**config.mk**
```make
export PLATFORM = sky130hd
export DESIGN_NAME = trace_gen_flat
export DESIGN_NICKNAME = d
export VERILOG_FILES = /design/src/rtl/trace_gen_if.sv /design/src/rtl/trace_gen.sv /design/src/flat_wrapper.sv
export SDC_FILE = /design/constraint.sdc
export NUM_CORES = 1
export LEC_CHECK = 0
export BUFFER_PORTS_ARGS = -buffer_cell sky130_fd_sc_hd__buf_2
export CAP_MARGIN = 20
export CORE_ASPECT_RATIO = 1.25
export CORE_MARGIN = 2
export CORE_UTILIZATION = 30
export CTS_BUF_LIST = sky130_fd_sc_hd__clkbuf_2
export DETAILED_ROUTE_END_ITERATION = 7
export SLEW_MARGIN = 20
export SYNTH_ARGS = -nofsm -noshare
export SYNTH_HDL_FRONTEND = slang
export SYNTH_SLANG_ARGS = --single-unit
export TNS_END_PERCENT = 50
```
**constraint.sdc**
```tcl
create_clock -name clk -period 2.2 [get_ports clk]
set_clock_uncertainty 0.2 [all_clocks]
set_input_delay 0.33 -clock clk [delete_from_list [all_inputs] [get_ports clk]]
set_output_delay 0.33 -clock clk [all_outputs]
set_load 0.005 [all_outputs]
```
**src/rtl/trace_gen_if.sv**
```systemverilog
`default_nettype none
// ============================================================================
// Module      : trace_gen_if
// Description : Bundle between the core pipeline and the trace source.
//               The core (master) drives the fetch/hazard/writeback signals,
//               and the trace source (slave) drives the retirement record.
//               trace_count exists only when TRACE_CNT_EN is defined.
// Ports       : if_instr, if_valid, stall, flush, wb_we, wb_rd_value (core)
//               trace_valid, trace_instruction, trace_rd, trace_rs1,
//               trace_rs2, trace_imm, trace_rd_value, [trace_count] (trace)
// Revision    : 1.0 - initial release
// ============================================================================
interface trace_gen_if;
   logic [31:0]        if_instr;
   logic               if_valid;
   logic               stall;
   logic               flush;
   logic               wb_we;
   logic [31:0]        wb_rd_value;

   logic               trace_valid;
   logic [31:0]        trace_instruction;
   logic [4:0]         trace_rd;
   logic [4:0]         trace_rs1;
   logic [4:0]         trace_rs2;
   logic signed [11:0] trace_imm;
   logic signed [31:0] trace_rd_value;
`ifdef TRACE_CNT_EN
   logic [31:0]        trace_count;

   modport master (
      output if_instr, if_valid, stall, flush, wb_we, wb_rd_value,
      input  trace_valid, trace_instruction, trace_rd, trace_rs1, trace_rs2,
             trace_imm, trace_rd_value, trace_count
   );
   modport slave (
      input  if_instr, if_valid, stall, flush, wb_we, wb_rd_value,
      output trace_valid, trace_instruction, trace_rd, trace_rs1, trace_rs2,
             trace_imm, trace_rd_value, trace_count
   );
`else
   modport master (
      output if_instr, if_valid, stall, flush, wb_we, wb_rd_value,
      input  trace_valid, trace_instruction, trace_rd, trace_rs1, trace_rs2,
             trace_imm, trace_rd_value
   );
   modport slave (
      input  if_instr, if_valid, stall, flush, wb_we, wb_rd_value,
      output trace_valid, trace_instruction, trace_rd, trace_rs1, trace_rs2,
             trace_imm, trace_rd_value
   );
`endif
endinterface
`default_nettype wire

```
**src/rtl/trace_gen.sv**
```systemverilog
`default_nettype none
// ============================================================================
// Module      : trace_gen
// Description : Trace source for the 5-stage RISC-V core. Carries a tag
//               {valid, instr} through D/E/M/W alongside the datapath,
//               honouring stalls (bubble into E) and flushes (squash D),
//               decodes the instruction at W and registers one retirement
//               record per instruction on the trace bus.
// Ports       : clk   - core clock, rising edge
//               rst_n - asynchronous active-low reset
//               tg    - trace_gen_if.slave (pipeline inputs, trace outputs)
// Config      : TRACE_CNT_EN - adds the 32-bit wrapping retire counter
//               trace_count
// Revision    : 1.0 - initial release
// ============================================================================
module trace_gen (
   input  wire logic   clk,
   input  wire logic   rst_n,
   trace_gen_if.slave  tg
);

   localparam logic [6:0] c_op_r      = 7'b0110011;
   localparam logic [6:0] c_op_imm    = 7'b0010011;
   localparam logic [6:0] c_op_load   = 7'b0000011;
   localparam logic [6:0] c_op_jalr   = 7'b1100111;
   localparam logic [6:0] c_op_system = 7'b1110011;
   localparam logic [6:0] c_op_store  = 7'b0100011;
   localparam logic [6:0] c_op_branch = 7'b1100011;
   localparam logic [6:0] c_op_lui    = 7'b0110111;
   localparam logic [6:0] c_op_auipc  = 7'b0010111;
   localparam logic [6:0] c_op_jal    = 7'b1101111;

   // Tag stages
   logic               r_d_valid, r_e_valid, r_m_valid, r_w_valid;
   logic [31:0]        r_d_instr, r_e_instr, r_m_instr, r_w_instr;

   // Registered record
   logic               r_trace_valid;
   logic [31:0]        r_trace_instr;
   logic [4:0]         r_trace_rd, r_trace_rs1, r_trace_rs2;
   logic signed [11:0] r_trace_imm;
   logic signed [31:0] r_trace_rd_value;

   // Decoded W-stage fields
   logic [6:0]         w_opcode;
   logic [4:0]         w_rd, w_rs1, w_rs2;
   logic signed [11:0] w_imm;
   logic signed [31:0] w_rd_value;

   // -------------------------------------------------------------------------
   // Tag pipeline. Flush beats stall: the instruction sitting in D is younger
   // than the branch in E and must vanish, while the branch itself moves on.
   // -------------------------------------------------------------------------
   always_ff @(posedge clk or negedge rst_n) begin
      if (!rst_n) begin
         r_d_valid <= 1'b0;
         r_d_instr <= 32'd0;
         r_e_valid <= 1'b0;
         r_e_instr <= 32'd0;
         r_m_valid <= 1'b0;
         r_m_instr <= 32'd0;
         r_w_valid <= 1'b0;
         r_w_instr <= 32'd0;
      end else begin
         if (tg.flush) begin
            r_d_valid <= 1'b0;
            r_d_instr <= 32'd0;
            r_e_valid <= 1'b0;
            r_e_instr <= 32'd0;
         end else if (tg.stall) begin
            // D holds its instruction; E receives a bubble.
            r_e_valid <= 1'b0;
            r_e_instr <= 32'd0;
         end else begin
            r_d_valid <= tg.if_valid;
            r_d_instr <= tg.if_instr;
            r_e_valid <= r_d_valid;
            r_e_instr <= r_d_instr;
         end
         r_m_valid <= r_e_valid;
         r_m_instr <= r_e_instr;
         r_w_valid <= r_m_valid;
         r_w_instr <= r_m_instr;
      end
   end

   // -------------------------------------------------------------------------
   // W-stage decode. Fields a format does not use stay zero; an unknown
   // opcode decodes to all-zero fields but is still traced.
   // -------------------------------------------------------------------------
   assign w_opcode = r_w_instr[6:0];

   always_comb begin
      w_rd  = 5'd0;
      w_rs1 = 5'd0;
      w_rs2 = 5'd0;
      w_imm = 12'sd0;
      case (w_opcode)
         c_op_r: begin
            w_rd  = r_w_instr[11:7];
            w_rs1 = r_w_instr[19:15];
            w_rs2 = r_w_instr[24:20];
         end
         c_op_imm, c_op_load, c_op_jalr, c_op_system: begin
            w_rd  = r_w_instr[11:7];
            w_rs1 = r_w_instr[19:15];
            w_imm = r_w_instr[31:20];
         end
         c_op_store: begin
            w_rs1 = r_w_instr[19:15];
            w_rs2 = r_w_instr[24:20];
            w_imm = {r_w_instr[31:25], r_w_instr[11:7]};
         end
         c_op_branch: begin
            // Offset bits 12:1; bit 0 is implicitly zero and not carried.
            w_rs1 = r_w_instr[19:15];
            w_rs2 = r_w_instr[24:20];
            w_imm = {r_w_instr[31], r_w_instr[7], r_w_instr[30:25], r_w_instr[11:8]};
         end
         c_op_lui, c_op_auipc, c_op_jal: begin
            w_rd = r_w_instr[11:7];
         end
         default: begin
         end
      endcase
   end

   // Writes to x0 (or stores/branches, whose decoded rd is 0) report zero.
   assign w_rd_value = (tg.wb_we && (w_rd != 5'd0)) ? tg.wb_rd_value : 32'sd0;

   // -------------------------------------------------------------------------
   // Record register: fields update only on retirement, otherwise they hold
   // so the consumer sees a stable bus between pulses.
   // -------------------------------------------------------------------------
   always_ff @(posedge clk or negedge rst_n) begin
      if (!rst_n) begin
         r_trace_valid    <= 1'b0;
         r_trace_instr    <= 32'd0;
         r_trace_rd       <= 5'd0;
         r_trace_rs1      <= 5'd0;
         r_trace_rs2      <= 5'd0;
         r_trace_imm      <= 12'sd0;
         r_trace_rd_value <= 32'sd0;
      end else begin
         r_trace_valid <= r_w_valid;
         if (r_w_valid) begin
            r_trace_instr    <= r_w_instr;
            r_trace_rd       <= w_rd;
            r_trace_rs1      <= w_rs1;
            r_trace_rs2      <= w_rs2;
            r_trace_imm      <= w_imm;
            r_trace_rd_value <= w_rd_value;
         end
      end
   end

   assign tg.trace_valid       = r_trace_valid;
   assign tg.trace_instruction = r_trace_instr;
   assign tg.trace_rd          = r_trace_rd;
   assign tg.trace_rs1         = r_trace_rs1;
   assign tg.trace_rs2         = r_trace_rs2;
   assign tg.trace_imm         = r_trace_imm;
   assign tg.trace_rd_value    = r_trace_rd_value;

`ifdef TRACE_CNT_EN
   logic [31:0] r_count;

   // Counts on the same edge that raises trace_valid; wraps naturally.
   always_ff @(posedge clk or negedge rst_n) begin
      if (!rst_n) begin
         r_count <= 32'd0;
      end else if (r_w_valid) begin
         r_count <= r_count + 32'd1;
      end
   end

   assign tg.trace_count = r_count;
`endif

endmodule
`default_nettype wire

```
**src/flat_wrapper.sv**
```systemverilog
// flat-port wrapper written by rule: the top's interface ports become plain ports
module trace_gen_flat 
  (clk, rst_n, tg_if_instr, tg_if_valid, tg_stall, tg_flush, tg_wb_we, tg_wb_rd_value, tg_trace_valid, tg_trace_instruction, tg_trace_rd, tg_trace_rs1, tg_trace_rs2, tg_trace_imm, tg_trace_rd_value);
  trace_gen_if tg_i ();
  input  wire logic clk;
  input  wire logic rst_n;
  input wire logic [$bits(tg_i.if_instr)-1:0] tg_if_instr;
  input wire logic [$bits(tg_i.if_valid)-1:0] tg_if_valid;
  input wire logic [$bits(tg_i.stall)-1:0] tg_stall;
  input wire logic [$bits(tg_i.flush)-1:0] tg_flush;
  input wire logic [$bits(tg_i.wb_we)-1:0] tg_wb_we;
  input wire logic [$bits(tg_i.wb_rd_value)-1:0] tg_wb_rd_value;
  output wire logic [$bits(tg_i.trace_valid)-1:0] tg_trace_valid;
  output wire logic [$bits(tg_i.trace_instruction)-1:0] tg_trace_instruction;
  output wire logic [$bits(tg_i.trace_rd)-1:0] tg_trace_rd;
  output wire logic [$bits(tg_i.trace_rs1)-1:0] tg_trace_rs1;
  output wire logic [$bits(tg_i.trace_rs2)-1:0] tg_trace_rs2;
  output wire logic [$bits(tg_i.trace_imm)-1:0] tg_trace_imm;
  output wire logic [$bits(tg_i.trace_rd_value)-1:0] tg_trace_rd_value;
  assign tg_i.if_instr = tg_if_instr;
  assign tg_i.if_valid = tg_if_valid;
  assign tg_i.stall = tg_stall;
  assign tg_i.flush = tg_flush;
  assign tg_i.wb_we = tg_wb_we;
  assign tg_i.wb_rd_value = tg_wb_rd_value;
  assign tg_trace_valid = tg_i.trace_valid;
  assign tg_trace_instruction = tg_i.trace_instruction;
  assign tg_trace_rd = tg_i.trace_rd;
  assign tg_trace_rs1 = tg_i.trace_rs1;
  assign tg_trace_rs2 = tg_i.trace_rs2;
  assign tg_trace_imm = tg_i.trace_imm;
  assign tg_trace_rd_value = tg_i.trace_rd_value;
  trace_gen u_core (.clk(clk), .rst_n(rst_n), .tg(tg_i));
endmodule
```
==> impl_metrics.env, run 1 <==
export IMPL_path_cells="mux2i_1 -> dlygate4sd3_1 -> nor2_1 -> dlygate4sd3_1"
export IMPL_finalHoldViolations=0
export IMPL_cts_tree="built"
export IMPL_post_place_ws_ps=256
export IMPL_crit_top_cell="dlygate4sd3_1"
export IMPL_whs_endpoint="u_core.r_e_instr[7]"
export IMPL_numPortBuffers=161
export IMPL_rsz0062_at_grt="no"
export IMPL_avgSynthCellArea_sq_um=14.7
export IMPL_worstMarginPinSlew_ps=584
export IMPL_setup_tns_ps=0
export IMPL_setup_viol=0
export IMPL_num_rows=65
export IMPL_post_cts_buffers=0
export IMPL_rrSetupSlack_ps=180
export IMPL_h_tree_depth=2
export IMPL_die_w_um=147
export IMPL_synth_edf_count=0
export IMPL_cp_num_buf_inv=2
export IMPL_synth_seq_cells=224
export IMPL_hp_start="tg_flush"
export IMPL_cp_arrival_ps=2480
export IMPL_ant_nets=0
export IMPL_yosysSeqAreaShare_pct=72.6
export IMPL_drive_gt1_share_pct=32.5
export IMPL_grtUsageTotal_pct=13.9
export IMPL_route_detailed_drc=0
export IMPL_post_cts_resized=0
export IMPL_grt_ovfl_total=0
export IMPL_reg2reg_to="u_core.r_d_instr[10]"
export IMPL_cts_made_buffers=55
export IMPL_reg2reg_depth=4
export IMPL_path_clk_slew_ps=110
export IMPL_slowest_delay_ps=570
export IMPL_max_cap_viol_count=0
export IMPL_fmax_mhz=495
export IMPL_fillCellCount=2404
export IMPL_required_ps=2660
export IMPL_clockRootBuffer="clkbuf_2"
export IMPL_hold_slack_ps=64.7
export IMPL_wire_per_inst_um=15.1
export IMPL_drt_iter0_drc=163
export IMPL_synth_net_count=595
export IMPL_worstSetupStartpointType="flip-flop"
export IMPL_leakage_nw=5.66
export IMPL_nets=908
export IMPL_cellPowerDensity_mw_per_mm2=719
export IMPL_num_vias=5239
export IMPL_via_per_inst=4.30
export IMPL_grt_pass1_wl_um=29600
export IMPL_cts_hold_buf=113
export IMPL_initial_utilization_pct=30.5
export IMPL_grt_max_degree=60
export IMPL_syn_to_final_growth_pct=36.9
export IMPL_cts_num_sinks=224
export IMPL_min_period_ps=2020
export IMPL_clk_latency_ps=770
export IMPL_power_total_mw=7.60
export IMPL_cp_end_kind="flip-flop"
export IMPL_drt_total_wl_um=18400
export IMPL_hold_path_class="primary input to flip-flop"
export IMPL_synthCells=525
export IMPL_synthesis_area_sq_mm=0.00772
export IMPL_num_io_pins=162
export IMPL_slew_viol_final=0
export IMPL_slew_headroom_pct=61.0
export IMPL_ys_types=36
export IMPL_fin_crit_sh_pct=91.7
export IMPL_grt_pass1_vias=5647
export IMPL_yosys_warnings=0
export IMPL_clockBufferDepth=3
export IMPL_die_h_um=183
export IMPL_antenna_found_initial=1
export IMPL_synthArstFlopShare_pct=100
export IMPL_dp_hpwl_um=11700
export IMPL_dieArea_sq_mm=0.0270
export IMPL_synth_main_ff_cell="dfrtp_1"
export IMPL_critPathMaxFanout=2
export IMPL_vdd_ir_drop_max_mv=0.386
export IMPL_outcome="complete, no violations"
export IMPL_rr_startpoint="u_core.r_d_instr[10]"
export IMPL_routabilityCongestion=0.750
export IMPL_critPathKind="flip-flop to flip-flop"
export IMPL_crit_slowest_cell="dlygate4sd3_1"
export IMPL_whs_path_depth=4
export IMPL_setup_slack_ps=182
export IMPL_firstDrtPassIters=6
export IMPL_cpLargestDelayFamily="buffers and inverters"
export IMPL_coreArea_sq_mm=0.0253
==> Yosys cell counts, drive strengths merged, types with 2 or more instances <==
master | n | share of area, %
a21o | 4 | 0.39
a21oi | 8 | 0.52
a221o | 7 | 0.91
a22o | 37 | 4.2
a31oi | 2 | 0.16
and2 | 33 | 2.7
buf | 17 | 1.7
clkbuf | 13 | 0.63
dfrtp | 224 | 73
inv | 13 | 0.66
mux2 | 21 | 3.1
mux2i | 38 | 4.9
nand2 | 20 | 0.97
nor2 | 41 | 2.1
nor2b | 8 | 0.65
nor3 | 4 | 0.26
o21ai | 12 | 0.78
o2bb2ai | 9 | 1.0
==> tightest hold or removal path, stage by stage <==
cell and delay, ps:
buf_2 110, nor2_4 40, buf_2 280, and2_1 240
==> metal layers <==
layer  track usage, %  vias up  wire (um)
li1                 -     2463          -
met1             17.1     2577       7630
met3             3.78       48       1060
met2             22.8      151       9050
met5                0        -          0
met4             6.42        0        607
==> metrics by stage <==
stage | instance area, sq um | util (%) | std cells
floorplan | 7720 | - | 525
global placement | 8910 | 35.2 | 1003
detailed placement | 8910 | 35.2 | 1003
CTS | 10600 | 41.8 | 1216
global route | 10600 | 41.8 | 1217
finish | 10600 | 41.8 | 1217
==> placed cells by master (no fill, tap or decap), types with 2 or more instances in the layout <==
| cell | count |
|---|---|
| nand2_1 | 20 |
| a21oi_1 | 8 |
| nor2_1 | 38 |
| buf_4 | 9 |
| and2_1 | 33 |
| bufinv_16 | 2 |
| a221o_1 | 7 |
| dlygate4sd3_1 | 112 |
| inv_1 | 12 |
| nor2b_1 | 8 |
| o2bb2ai_1 | 9 |
| clkbuf_2 | 74 |
| clkinv_1 | 20 |
| a31oi_1 | 2 |
| buf_2 | 161 |
| o21ai_0 | 12 |
| a22o_1 | 37 |
| nor2_2 | 2 |
| nor3_1 | 4 |
| clkinv_2 | 3 |
| mux2i_1 | 38 |
| a21o_1 | 4 |
| mux2_2 | 21 |
| buf_12 | 3 |
| dfrtp_1 | 223 |
==> area by class of cell <==
type | count | area [sq um] | share of cell area (%)
repair buffers | 286 | 2070 | 19.6
well taps | 335 | 419 | 3.97
clock buffers | 74 | 370 | 3.50
clock inverters | 26 | 154 | 1.46
multi-input cells | 258 | 1890 | 17.9
diodes | 1 | 2.50 | 0.0237
inverters | 13 | 51.3 | 0.485
flip-flops and latches | 224 | 5610 | 53.1
==> cells by family after synthesis <==
kind of cell    share of synthesized area, %
mux                                     7.99
flops                                   72.6
compound gates                          8.91
simple gates                            7.33
xor+xnor                               0.211
buf+inv                                 2.95
==> power breakdown <==
| group | switching, mW | internal (mW) |
|---|---|---|
| logic | 0.241 | 0.296 |
| clock network | 1.62 | 1.16 |
| registers | 0.0588 | 4.22 |
| total | 1.92 | 5.68 |
==> flip-flops by register name (all words and copies together), names as in the netlist, 5 cells and up <==
| signal | flops |
|---|---|
| u_core.r_m_instr | 32 |
| u_core.tg.trace_rs2 | 5 |
| u_core.r_e_instr | 32 |
| u_core.tg.trace_instruction | 32 |
| u_core.tg.trace_rs1 | 5 |
| u_core.r_d_instr | 32 |
| u_core.tg.trace_imm | 12 |
| u_core.tg.trace_rd_value | 32 |
| u_core.r_w_instr | 32 |
| u_core.tg.trace_rd | 5 |
==> how the worst max path moves through the flow <==
stage                    startpoint                            to  slack (ps)  cells after the start
2_1_floorplan   u_core.r_w_instr[2]        u_core.tg.trace_imm[5]         590                      5
3_3_place_gp    u_core.r_w_instr[5]  u_core.tg.trace_rd_value[10]         290                      4
3_5_place_dp    u_core.r_w_instr[5]  u_core.tg.trace_rd_value[25]         260                      4
4_1_cts                    tg_stall          u_core.r_e_instr[18]          90                      5
5_1_grt        u_core.r_d_instr[25]          u_core.r_d_instr[25]         110                      4
6_report       u_core.r_d_instr[10]          u_core.r_d_instr[10]         180                      4
No activity file was read; power rests on OpenSTA's default activity.
==> inputs of run 2 (changes only) <==
BUFFER_PORTS_ARGS = not set   (was -buffer_cell sky130_fd_sc_hd__buf_2)
CORE_MARGIN = 4   (was 2)
DONT_BUFFER_PORTS = 1   (was not set)
==> run 2 against run 1 <==
Effect of this change:
- the flow now finishes with violations (negative hold slack)
- critical path type unchanged
- global-route usage down 0.57 points
- sequential share of layout area up 1.7 points
- register-to-register slack worse by 70 ps
- design area down 3.1%
- combinational power down 21%
- wire length up 3.9%
- flip-flop and latch count unchanged
- clock-buffer cell count up 1
- worst setup slack worse by 70 ps
==> impl_metrics.env, run 2 (synthesis results as in run 1) <==
export IMPL_layout_common_cells="dfrtp_1 (223), dlygate4sd3_1 (165), clkbuf_2 (75)"
export IMPL_drt_iter0_drc=273
export IMPL_num_vias=5002
export IMPL_slew_viol_final=0
export IMPL_fillCellCount=2338
export IMPL_vdd_ir_drop_max_mv=0.458
export IMPL_route_detailed_drc=0
export IMPL_finalHoldViolations=224
export IMPL_fmax_mhz=479
export IMPL_initial_utilization_pct=30.5
export IMPL_critPathMaxFanout=2
export IMPL_cp_num_buf_inv=2
export IMPL_cp_end_kind="flip-flop"
export IMPL_num_io_pins=162
export IMPL_post_cts_buffers=0
export IMPL_setup_tns_ps=0
export IMPL_slew_headroom_pct=61.3
export IMPL_failed_checks="negative hold slack"
export IMPL_rr_startpoint="u_core.r_d_instr[19]"
export IMPL_path_clk_slew_ps=120
export IMPL_rsz0062_at_grt="no"
export IMPL_drt_total_wl_um=19100
export IMPL_cts_tree="built"
export IMPL_setup_viol=0
export IMPL_wire_per_inst_um=17.3
export IMPL_grt_ovfl_total=0
export IMPL_outcome="finished, violations left"
export IMPL_clockRootBuffer="clkbuf_2"
export IMPL_grt_pass1_vias=5451
export IMPL_cpLargestDelayFamily="buffers and inverters"
export IMPL_worstMarginPinSlew_ps=580
export IMPL_slowest_delay_ps=590
export IMPL_cp_arrival_ps=2580
export IMPL_via_per_inst=4.55
export IMPL_cts_hold_buf=166
export IMPL_dieArea_sq_mm=0.0284
export IMPL_routabilityCongestion=0.841
export IMPL_grtUsageTotal_pct=13.3
export IMPL_grt_pass1_wl_um=29600
export IMPL_die_w_um=151
export IMPL_post_place_ws_ps=297
export IMPL_setup_slack_ps=111
export IMPL_numPortBuffers=0
export IMPL_worstSetupPathDepth=4
export IMPL_grt_max_degree=225
export IMPL_crit_slowest_cell="dlygate4sd3_1"
export IMPL_die_h_um=187
export IMPL_rrSetupSlack_ps=110
export IMPL_layout_commonest_cell="dfrtp_1"
export IMPL_seqCellArea_sq_mm=0.00561
export IMPL_path_cells="mux2i_1 -> dlygate4sd3_1 -> nor2_1 -> dlygate4sd3_1"
export IMPL_cts_made_buffers=55
export IMPL_critPathKind="flip-flop to flip-flop"
export IMPL_firstDrtPassIters=4
export IMPL_drive_gt1_share_pct=16.6
export IMPL_reg2reg_to="u_core.r_d_instr[19]"
export IMPL_fin_crit_sh_pct=94.9
export IMPL_clockBufferDepth=3
export IMPL_clk_latency_ps=780
export IMPL_num_rows=65
export IMPL_worstSetupStartpointType="flip-flop"
export IMPL_cellPowerDensity_mw_per_mm2=745
export IMPL_power_total_mw=7.63
export IMPL_antenna_found_initial=1
export IMPL_ant_nets=0
export IMPL_reg2reg_depth=4
export IMPL_nets=796
export IMPL_cts_num_sinks=224
export IMPL_coreArea_sq_mm=0.0253
export IMPL_hold_slack_ps=-990
export IMPL_min_period_ps=2090
export IMPL_required_ps=2700
export IMPL_max_cap_viol_count=0
export IMPL_dp_hpwl_um=11200
export IMPL_leakage_nw=5.07
export IMPL_hold_path_class="primary input to asynchronous set/reset pin"
export IMPL_h_tree_depth=2
export IMPL_syn_to_final_growth_pct=32.7
export IMPL_multi_input_area_sq_mm=0.00189
export IMPL_crit_top_cell="dlygate4sd3_1"
export IMPL_post_cts_resized=0
[run 2: cell type report]
class	count	share of cell area [%]
Clock inverter	20	1.62
Timing Repair Buffer	174	16.9
Inverter	13	0.501
Sequential cell	224	54.7
Clock buffer	75	3.66
Antenna cell	1	0.0244
Tap cell	335	4.09
Multi-Input combinational cell	258	18.4
[run 2: through the flow]
stage / utilization [%] / std cells / hold slack [ps] / cell area (sq um)
CTS: 40.5 / 1099 / -1120 / 10200
global route: 40.5 / 1100 / -1120 / 10200
global placement: 31.7 / 838 / -157 / 8030
detailed placement: 31.7 / 838 / -156 / 8030
floorplan: - / 525 / -166 / 7720
finish: 40.5 / 1100 / -990 / 10200
[run 2: worst max path at each step]
stage / start / to / slack, ps
after floorplan: u_core.r_w_instr[2] / u_core.tg.trace_imm[5] / 590
after global placement: u_core.r_w_instr[2] / u_core.tg.trace_rd_value[21] / 460
after detailed placement: u_core.r_w_instr[2] / u_core.tg.trace_rd_value[31] / 300
after CTS: u_core.r_d_instr[20] / u_core.r_d_instr[20] / 200
after global routing: u_core.r_d_instr[19] / u_core.r_d_instr[19] / 70
final: u_core.r_d_instr[19] / u_core.r_d_instr[19] / 110
[run 2: report_power, final]
group	internal [mW]	switching (mW)	total, mW
Sequential	4.22	0.0787	4.30
Combinational	0.295	0.131	0.426
Clock	1.29	1.62	2.91
Total	5.81	1.83	7.63
[run 2: per-layer routing]
| metal | track usage (%) | wire [um] |
|---|---|---|
| met4 | 7.43 | 983 |
| met3 | 5.16 | 1900 |
| met1 | 13.5 | 6650 |
| met2 | 23.0 | 9550 |
| met5 | 0 | 0 |
